`config.mk`:
```
export PLATFORM = sky130hd
export DESIGN_NAME = pdm_tx
export DESIGN_NICKNAME = d
export VERILOG_FILES = /design/src/rtl/pdm_pkg.sv /design/src/rtl/pdm_sd2.sv /design/src/rtl/pdm_tx.sv
export SDC_FILE = /design/constraint.sdc
export NUM_CORES = 1
export LEC_CHECK = 0
export BUFFER_PORTS_ARGS = -buffer_cell sky130_fd_sc_hd__clkbuf_2
export CORE_MARGIN = 2
export CORE_UTILIZATION = 35
export CTS_CLUSTER_SIZE = 24
export DETAILED_ROUTE_END_ITERATION = 6
export PLACE_DENSITY_LB_ADDON = 0.08
export SYNTH_ARGS = -nofsm -noshare
export SYNTH_HDL_FRONTEND = slang
export SYNTH_SLANG_ARGS = --single-unit
```
`constraint.sdc`:
```
create_clock -name clk -period 10.3 [get_ports clk]
set_clock_uncertainty 0.05 [all_clocks]
set_input_delay 1.03 -clock clk [delete_from_list [all_inputs] [get_ports clk]]
set_output_delay 1.03 -clock clk [all_outputs]
set_load 0.005 [all_outputs]
```
`src/rtl/pdm_pkg.sv`:
```
// pdm_pkg: shared constants and saturation helper for the PDM transmit and
// decimator paths. The modulator's optional dither is enabled by defining
// PDM_TX_DITHER_EN (see pdm_sd2).
package pdm_pkg;

  localparam int PCM_W        = 16;
  localparam int DEF_OSR      = 64;
  localparam int DEF_HALF_DIV = 6;
  localparam int DEF_ACC_W    = 24;

  // Feedback levels the modulator subtracts for a 1 / 0 output bit.
  localparam int FB_POS = 32'sd32767;
  localparam int FB_NEG = -32'sd32768;

  // Working width for integrator arithmetic; wide enough that no sum of an
  // ACC_W value and two PCM-range terms can overflow before clamping.
  localparam int SAT_W = 40;
  localparam logic signed [SAT_W-1:0] SAT_ONE = 40'sd1;

  // Clamp v to the signed range of a w-bit accumulator (never wraps).
  function automatic logic signed [SAT_W-1:0] sat_acc(
    input logic signed [SAT_W-1:0] v,
    input int                      w
  );
    logic signed [SAT_W-1:0] hi;
    logic signed [SAT_W-1:0] lo;
    hi = (SAT_ONE <<< (w - 1)) - SAT_ONE;
    lo = -hi - SAT_ONE;
    if (v > hi) begin
      sat_acc = hi;
    end else if (v < lo) begin
      sat_acc = lo;
    end else begin
      sat_acc = v;
    end
  endfunction

endpackage

```
`src/rtl/pdm_sd2.sv`:
```
// pdm_sd2: second-order saturating sigma-delta modulator core. Advances one
// step per tick. Define PDM_TX_DITHER_EN to add a 2-bit LFSR dither to x.
module pdm_sd2
  import pdm_pkg::*;
#(
  parameter int ACC_W = DEF_ACC_W
) (
  input  logic                    clk,
  input  logic                    reset,
  input  logic                    tick,
  input  logic signed [PCM_W-1:0] x,
  output logic                    bit_out
);

  localparam int EXT_W = SAT_W - ACC_W;

  logic signed [ACC_W-1:0] i1_r;
  logic signed [ACC_W-1:0] i2_r;
  logic                    bit_r;

  logic signed [SAT_W-1:0] x_s;
  logic signed [SAT_W-1:0] y_s;
  logic signed [SAT_W-1:0] i1_sat_s;
  logic signed [SAT_W-1:0] i2_sat_s;

`ifdef PDM_TX_DITHER_EN
  logic [15:0] lfsr_r;

  // Galois LFSR stepping once per bit tick to decorrelate idle tones.
  always_ff @(posedge clk) begin
    if (!reset) begin
      lfsr_r <= 16'hACE1;
    end else if (tick) begin
      lfsr_r <= {1'b0, lfsr_r[15:1]} ^ (lfsr_r[0] ? 16'hB400 : 16'h0000);
    end else begin
      lfsr_r <= lfsr_r;
    end
  end

  // Input term: sample plus signed dither in -2..+1.
  always_comb begin
    x_s = {{(SAT_W-PCM_W){x[PCM_W-1]}}, x} + {{(SAT_W-2){lfsr_r[1]}}, lfsr_r[1:0]};
  end
`else
  // Input term: sample used unmodified.
  always_comb begin
    x_s = {{(SAT_W-PCM_W){x[PCM_W-1]}}, x};
  end
`endif

  // Next integrator values from the current output bit's feedback level.
  always_comb begin
    y_s      = bit_r ? SAT_W'(FB_POS) : SAT_W'(FB_NEG);
    i1_sat_s = sat_acc({{EXT_W{i1_r[ACC_W-1]}}, i1_r} + x_s - y_s, ACC_W);
    i2_sat_s = sat_acc({{EXT_W{i2_r[ACC_W-1]}}, i2_r} + i1_sat_s - y_s, ACC_W);
  end

  // Integrators and quantiser output, updated only on bit ticks.
  always_ff @(posedge clk) begin
    if (!reset) begin
      i1_r  <= {ACC_W{1'b0}};
      i2_r  <= {ACC_W{1'b0}};
      bit_r <= 1'b0;
    end else if (tick) begin
      i1_r  <= i1_sat_s[ACC_W-1:0];
      i2_r  <= i2_sat_s[ACC_W-1:0];
      bit_r <= ~i2_sat_s[ACC_W-1];
    end else begin
      i1_r  <= i1_r;
      i2_r  <= i2_r;
      bit_r <= bit_r;
    end
  end

  assign bit_out = bit_r;

endmodule

```
`src/rtl/pdm_tx.sv`:
```
// pdm_tx: PCM-to-PDM transmitter. 2-entry sample buffer, PDM clock divider,
// OSR-bit sample sequencing and a pdm_sd2 modulator core. Optional dither in
// the core is enabled with PDM_TX_DITHER_EN.
module pdm_tx
  import pdm_pkg::*;
#(
  parameter int HALF_DIV = DEF_HALF_DIV,
  parameter int OSR      = DEF_OSR,
  parameter int ACC_W    = DEF_ACC_W
) (
  input  logic                    clk,
  input  logic                    reset,
  input  logic signed [PCM_W-1:0] pcm_in,
  input  logic                    pcm_valid,
  output logic                    pcm_ready,
  output logic                    pdm_clk,
  output logic                    pdm_out,
  output logic                    underrun,
  output logic                    sample_strobe
);

  localparam int DIV_W = $clog2(HALF_DIV);
  localparam int BIT_W = $clog2(OSR);
  localparam logic [DIV_W-1:0] DIV_LAST = DIV_W'(HALF_DIV - 1);
  localparam logic [BIT_W-1:0] BIT_LAST = BIT_W'(OSR - 1);

  logic [DIV_W-1:0]        div_cnt_r;
  logic                    pdm_clk_r;
  logic [BIT_W-1:0]        bit_cnt_r;
  logic signed [PCM_W-1:0] mem_r [2];
  logic                    wr_ptr_r;
  logic                    rd_ptr_r;
  logic [1:0]              count_r;
  logic                    ready_r;
  logic signed [PCM_W-1:0] held_r;
  logic                    underrun_r;
  logic                    strobe_r;

  logic                    wrap_s;
  logic                    tick_s;
  logic                    start_s;
  logic                    wr_s;
  logic                    pop_s;
  logic [1:0]              count_next_s;
  logic signed [PCM_W-1:0] x_s;
  logic                    bit_s;

  // A bit tick is the divider wrap that takes pdm_clk from 1 to 0.
  assign wrap_s  = (div_cnt_r == DIV_LAST);
  assign tick_s  = wrap_s & pdm_clk_r;
  assign start_s = tick_s & (bit_cnt_r == {BIT_W{1'b0}});
  assign wr_s    = pcm_valid & ready_r;
  assign pop_s   = start_s & (count_r != 2'd0);

  // PDM clock divider.
  always_ff @(posedge clk) begin
    if (!reset) begin
      div_cnt_r <= {DIV_W{1'b0}};
      pdm_clk_r <= 1'b0;
    end else if (wrap_s) begin
      div_cnt_r <= {DIV_W{1'b0}};
      pdm_clk_r <= ~pdm_clk_r;
    end else begin
      div_cnt_r <= div_cnt_r + {{(DIV_W-1){1'b0}}, 1'b1};
      pdm_clk_r <= pdm_clk_r;
    end
  end

  // Buffer occupancy after this cycle's write and/or pop.
  always_comb begin
    count_next_s = count_r;
    case ({wr_s, pop_s})
      2'b10:   count_next_s = count_r + 2'd1;
      2'b01:   count_next_s = count_r - 2'd1;
      default: count_next_s = count_r;
    endcase
  end

  // Two-entry sample FIFO; ready is registered from the next occupancy.
  always_ff @(posedge clk) begin
    if (!reset) begin
      mem_r[0] <= 16'sd0;
      mem_r[1] <= 16'sd0;
      wr_ptr_r <= 1'b0;
      rd_ptr_r <= 1'b0;
      count_r  <= 2'd0;
      ready_r  <= 1'b1;
    end else begin
      if (wr_s) begin
        mem_r[wr_ptr_r] <= pcm_in;
        wr_ptr_r        <= ~wr_ptr_r;
      end else begin
        wr_ptr_r <= wr_ptr_r;
      end
      rd_ptr_r <= pop_s ? ~rd_ptr_r : rd_ptr_r;
      count_r  <= count_next_s;
      ready_r  <= (count_next_s != 2'd2);
    end
  end

  // The first tick of a period already uses the freshly popped sample.
  always_comb begin
    if (pop_s) begin
      x_s = mem_r[rd_ptr_r];
    end else begin
      x_s = held_r;
    end
  end

  // Bit counter, held sample, sticky underrun and sample strobe.
  always_ff @(posedge clk) begin
    if (!reset) begin
      bit_cnt_r  <= {BIT_W{1'b0}};
      held_r     <= 16'sd0;
      underrun_r <= 1'b0;
      strobe_r   <= 1'b0;
    end else begin
      strobe_r <= start_s;
      if (tick_s) begin
        bit_cnt_r <= (bit_cnt_r == BIT_LAST) ? {BIT_W{1'b0}}
                                             : bit_cnt_r + {{(BIT_W-1){1'b0}}, 1'b1};
      end else begin
        bit_cnt_r <= bit_cnt_r;
      end
      held_r     <= pop_s ? mem_r[rd_ptr_r] : held_r;
      underrun_r <= underrun_r | (start_s & (count_r == 2'd0));
    end
  end

  pdm_sd2 #(
    .ACC_W (ACC_W)
  ) u_sd2 (
    .clk     (clk),
    .reset   (reset),
    .tick    (tick_s),
    .x       (x_s),
    .bit_out (bit_s)
  );

  assign pcm_ready     = ready_r;
  assign pdm_clk       = pdm_clk_r;
  assign pdm_out       = bit_s;
  assign underrun      = underrun_r;
  assign sample_strobe = strobe_r;

endmodule
```
==> out/results.ini <==
[status]
status=completed

[finish]
area_growth_pct=19.6
seqCellArea_sq_um=2620
fillerInstances=2996
layout-drive-gt1-share=0.173
final_nets=1482
final_area_sq_um=12500
multi_input_area_sq_um=7630
final_cells=1729
final_util=0.423
num_antenna_cells=0

[synth]
yosysTopAreaCell=dfxtp_1
synth_nets=1393
ys_seq_area_frac=0.251
synth.top_cell.area_share=0.159
ys_ff_latch=115
synth_edf_count=32
synth_ff_type=dfxtp_1
netlist_area_sq_um=10500
synth.avg_cell_area_sq_um=8.46
synthArstFlopShare=0
synth_area_leaders=dfxtp_1, ha_1, edfxtp_1, fa_1, o21ai_0
yosysMostFrequentCell=o21ai_0
ys_top_cells_by_count=o21ai_0, a21oi_1, nor2_1, ha_1, dfxtp_1
ys_types=75
yosys_warnings=0
syn_inst=1237

[clock_tree]
cts_sinks=115
hold_buffers=0
cts-root-buf=clkbuf_16
clkTransAtPathRegs_ns=0.06
cts_buffers=17
worstSkewPairLatency_ns=0.43
htree_levels=4
clock_path_buffers=2
cts_tree=built

[setup_path]
critPathMostFrequentCell=buf_4
slowest_stage=fa_1
cp.arrival_ns=9.81
rr_worst_depth=47
cp_max_fo=22
slowest_delay_ns=0.46
cp-start-kind=flip-flop
critPathRequiredTime_ns=10.51
end_kind=flip-flop
crit_type=reg2reg

[pwr]
peakVddDrop_v=0.000118
power_leakage_nw=5.50
power_mw=1.18
powerDensity_nw_per_um2=94.3

[global_route]
grt_max_degree=58
grt_pass1_vias=9013
grt_busiest_layer=met2
grt_use_total=0.184
antenna_found_initial=0
overflow=0
use_met1=0.250
grt_pass1_wl_um=46100
met3_usage=0.0213
met2_usage=0.316

[sta]
slew_viol_final=0
fmax_ghz=0.104
hold_viol_final=0
slew_headroom=0.273
period_share=0.933
worst_pin_slew_ns=1.09
tns_ns=0
period_minus_slack_ns=9.61
report.final.setup_viol=0

[die]
ios=24
die-area_sq_um=31300
dieHeight_um=177
die-width_um=177
fp-row-count=63
start_util=0.354
core-area_sq_um=29600

[detailed_routing]
viasPerCell=5.24
drt_iter0_markers=492
drc=0
firstDrtPassIters=5
dr_total_vias=9057
antenna_left=0
drt_wl_total_um=28200
wl_per_cell_um=16.3

[placed_design]
dp_hpwl_um=21700
place.gp.congestion=0.843
place_area_sq_um=11600
port-buffer-count=23
placed_cells_incl_taps=1691

[job]
cap_violations=0

[hold_path]
worst_hold_path_type=reg2reg
whs_path_depth=1

## sequential cells by signal, summed over array words and instances (netlist names), named ones only
| register | count |
|---|---|
| underrun | 1 |
| count_r | 2 |
| rd_ptr_r | 1 |
| u_sd2.i1_r | 24 |
| sample_strobe | 1 |
| held_r | 16 |
| pdm_clk | 1 |
| mem_r | 32 |
| div_cnt_r | 3 |
| pcm_ready | 1 |
| u_sd2.i2_r | 24 |
| bit_cnt_r | 6 |
| u_sd2.bit_out | 1 |
| wr_ptr_r | 1 |
## layer usage
layer | vias to the layer above | share of wire
li1 | 4637 | -
met1 | 4273 | 0.49
met2 | 126 | 0.48
met3 | 21 | 0.022
met4 | 0 | 0.0097
met5 | - | 0
## cell usage in the layout, fill, tap and decap left out, types with 9 or more instances in the layout
cell type  Yosys  routed
a211oi_1      13      11
a21boi_0      23      19
a21o_1        28      28
a21oi_1      103      94
a21oi_2        3      10
and2_1        51      51
and3_1        11      10
buf_4          1      89
clkbuf_16      0      17
clkbuf_2       0      23
dfxtp_1       83      82
edfxtp_1      32      32
fa_1          41      41
ha_1          96      89
inv_1         68      66
mux2i_1       18      18
nand2_1       81      80
nand2b_1      12      12
nand3_1       30      29
nor2_1        98      97
nor3_1        36      31
o211ai_1       9       9
o21a_1        17      17
o21ai_0      110      96
o21ai_1        7      17
o21bai_1      10      10
or3_1         10       9
xnor2_1       54      54
xor2_1        29      29
## metrics by stage
| step | hold slack, ns | worst slack, ns |
|---|---|---|
| global route | 0.444 | -0.0357 |
| detailed placement | 0.393 | -0.0897 |
| CTS | 0.407 | 0.0251 |
| floorplan | 0.371 | 0.676 |
| global placement | 0.390 | -0.0801 |
| finish | 0.403 | 0.694 |
## final cells by class
type,count,area share
clock buffers,17,0.0340
clock inverters,15,0.0130
inverters,69,0.0207
multi-input cells,1004,0.610
flip-flops and latches,115,0.210
well taps,390,0.0390
repair buffers,119,0.0731
## power by group
part | leakage, nW | switching (mW) | internal, mW
registers | 1.01 | 0.00511 | 0.480
clock network | 0.285 | 0.259 | 0.345
logic | 4.20 | 0.0511 | 0.0396
## critical path: cells and delay by family (launching register included)
family | cells | cell delay (ns)
simple gates | 13 | 1.98
buf+inv | 10 | 1.61
flops | 1 | 0.33
compound gates | 19 | 3.88
fa+ha+maj | 5 | 1.55
## what timing repair did
| action | CTS | global route |
|---|---|---|
| endpoints found under the hold margin | 0 | 0 |
| setup endpoints to repair | 25 | 25 |
| resized for setup | 3 | 65 |
| pin swaps | 0 | 19 |
| buffers inserted | 0 | 6 |
| cloned | 0 | 0 |
## cells by family after synthesis
family,Yosys count,synth area share
AOI/OAI and AO/OA,394,0.247
and+or+nand+nor,370,0.174
adders and majority gates,137,0.193
buffers and inverters,118,0.0453
DFF,115,0.251
xor gates and xnor gates,84,0.0721
muxes,19,0.0183
## worst paths after layout
path                                   start              to  slack [ns]
worst max-delay path            bit_cnt_r[4]  u_sd2.i2_r[15]        0.69
worst min-delay path            div_cnt_r[0]    div_cnt_r[0]        0.40
worst max register to register  bit_cnt_r[4]  u_sd2.i2_r[15]        0.69
worst min register to register  div_cnt_r[0]    div_cnt_r[0]        0.40
No activity file was read; power rests on OpenSTA's default activity.
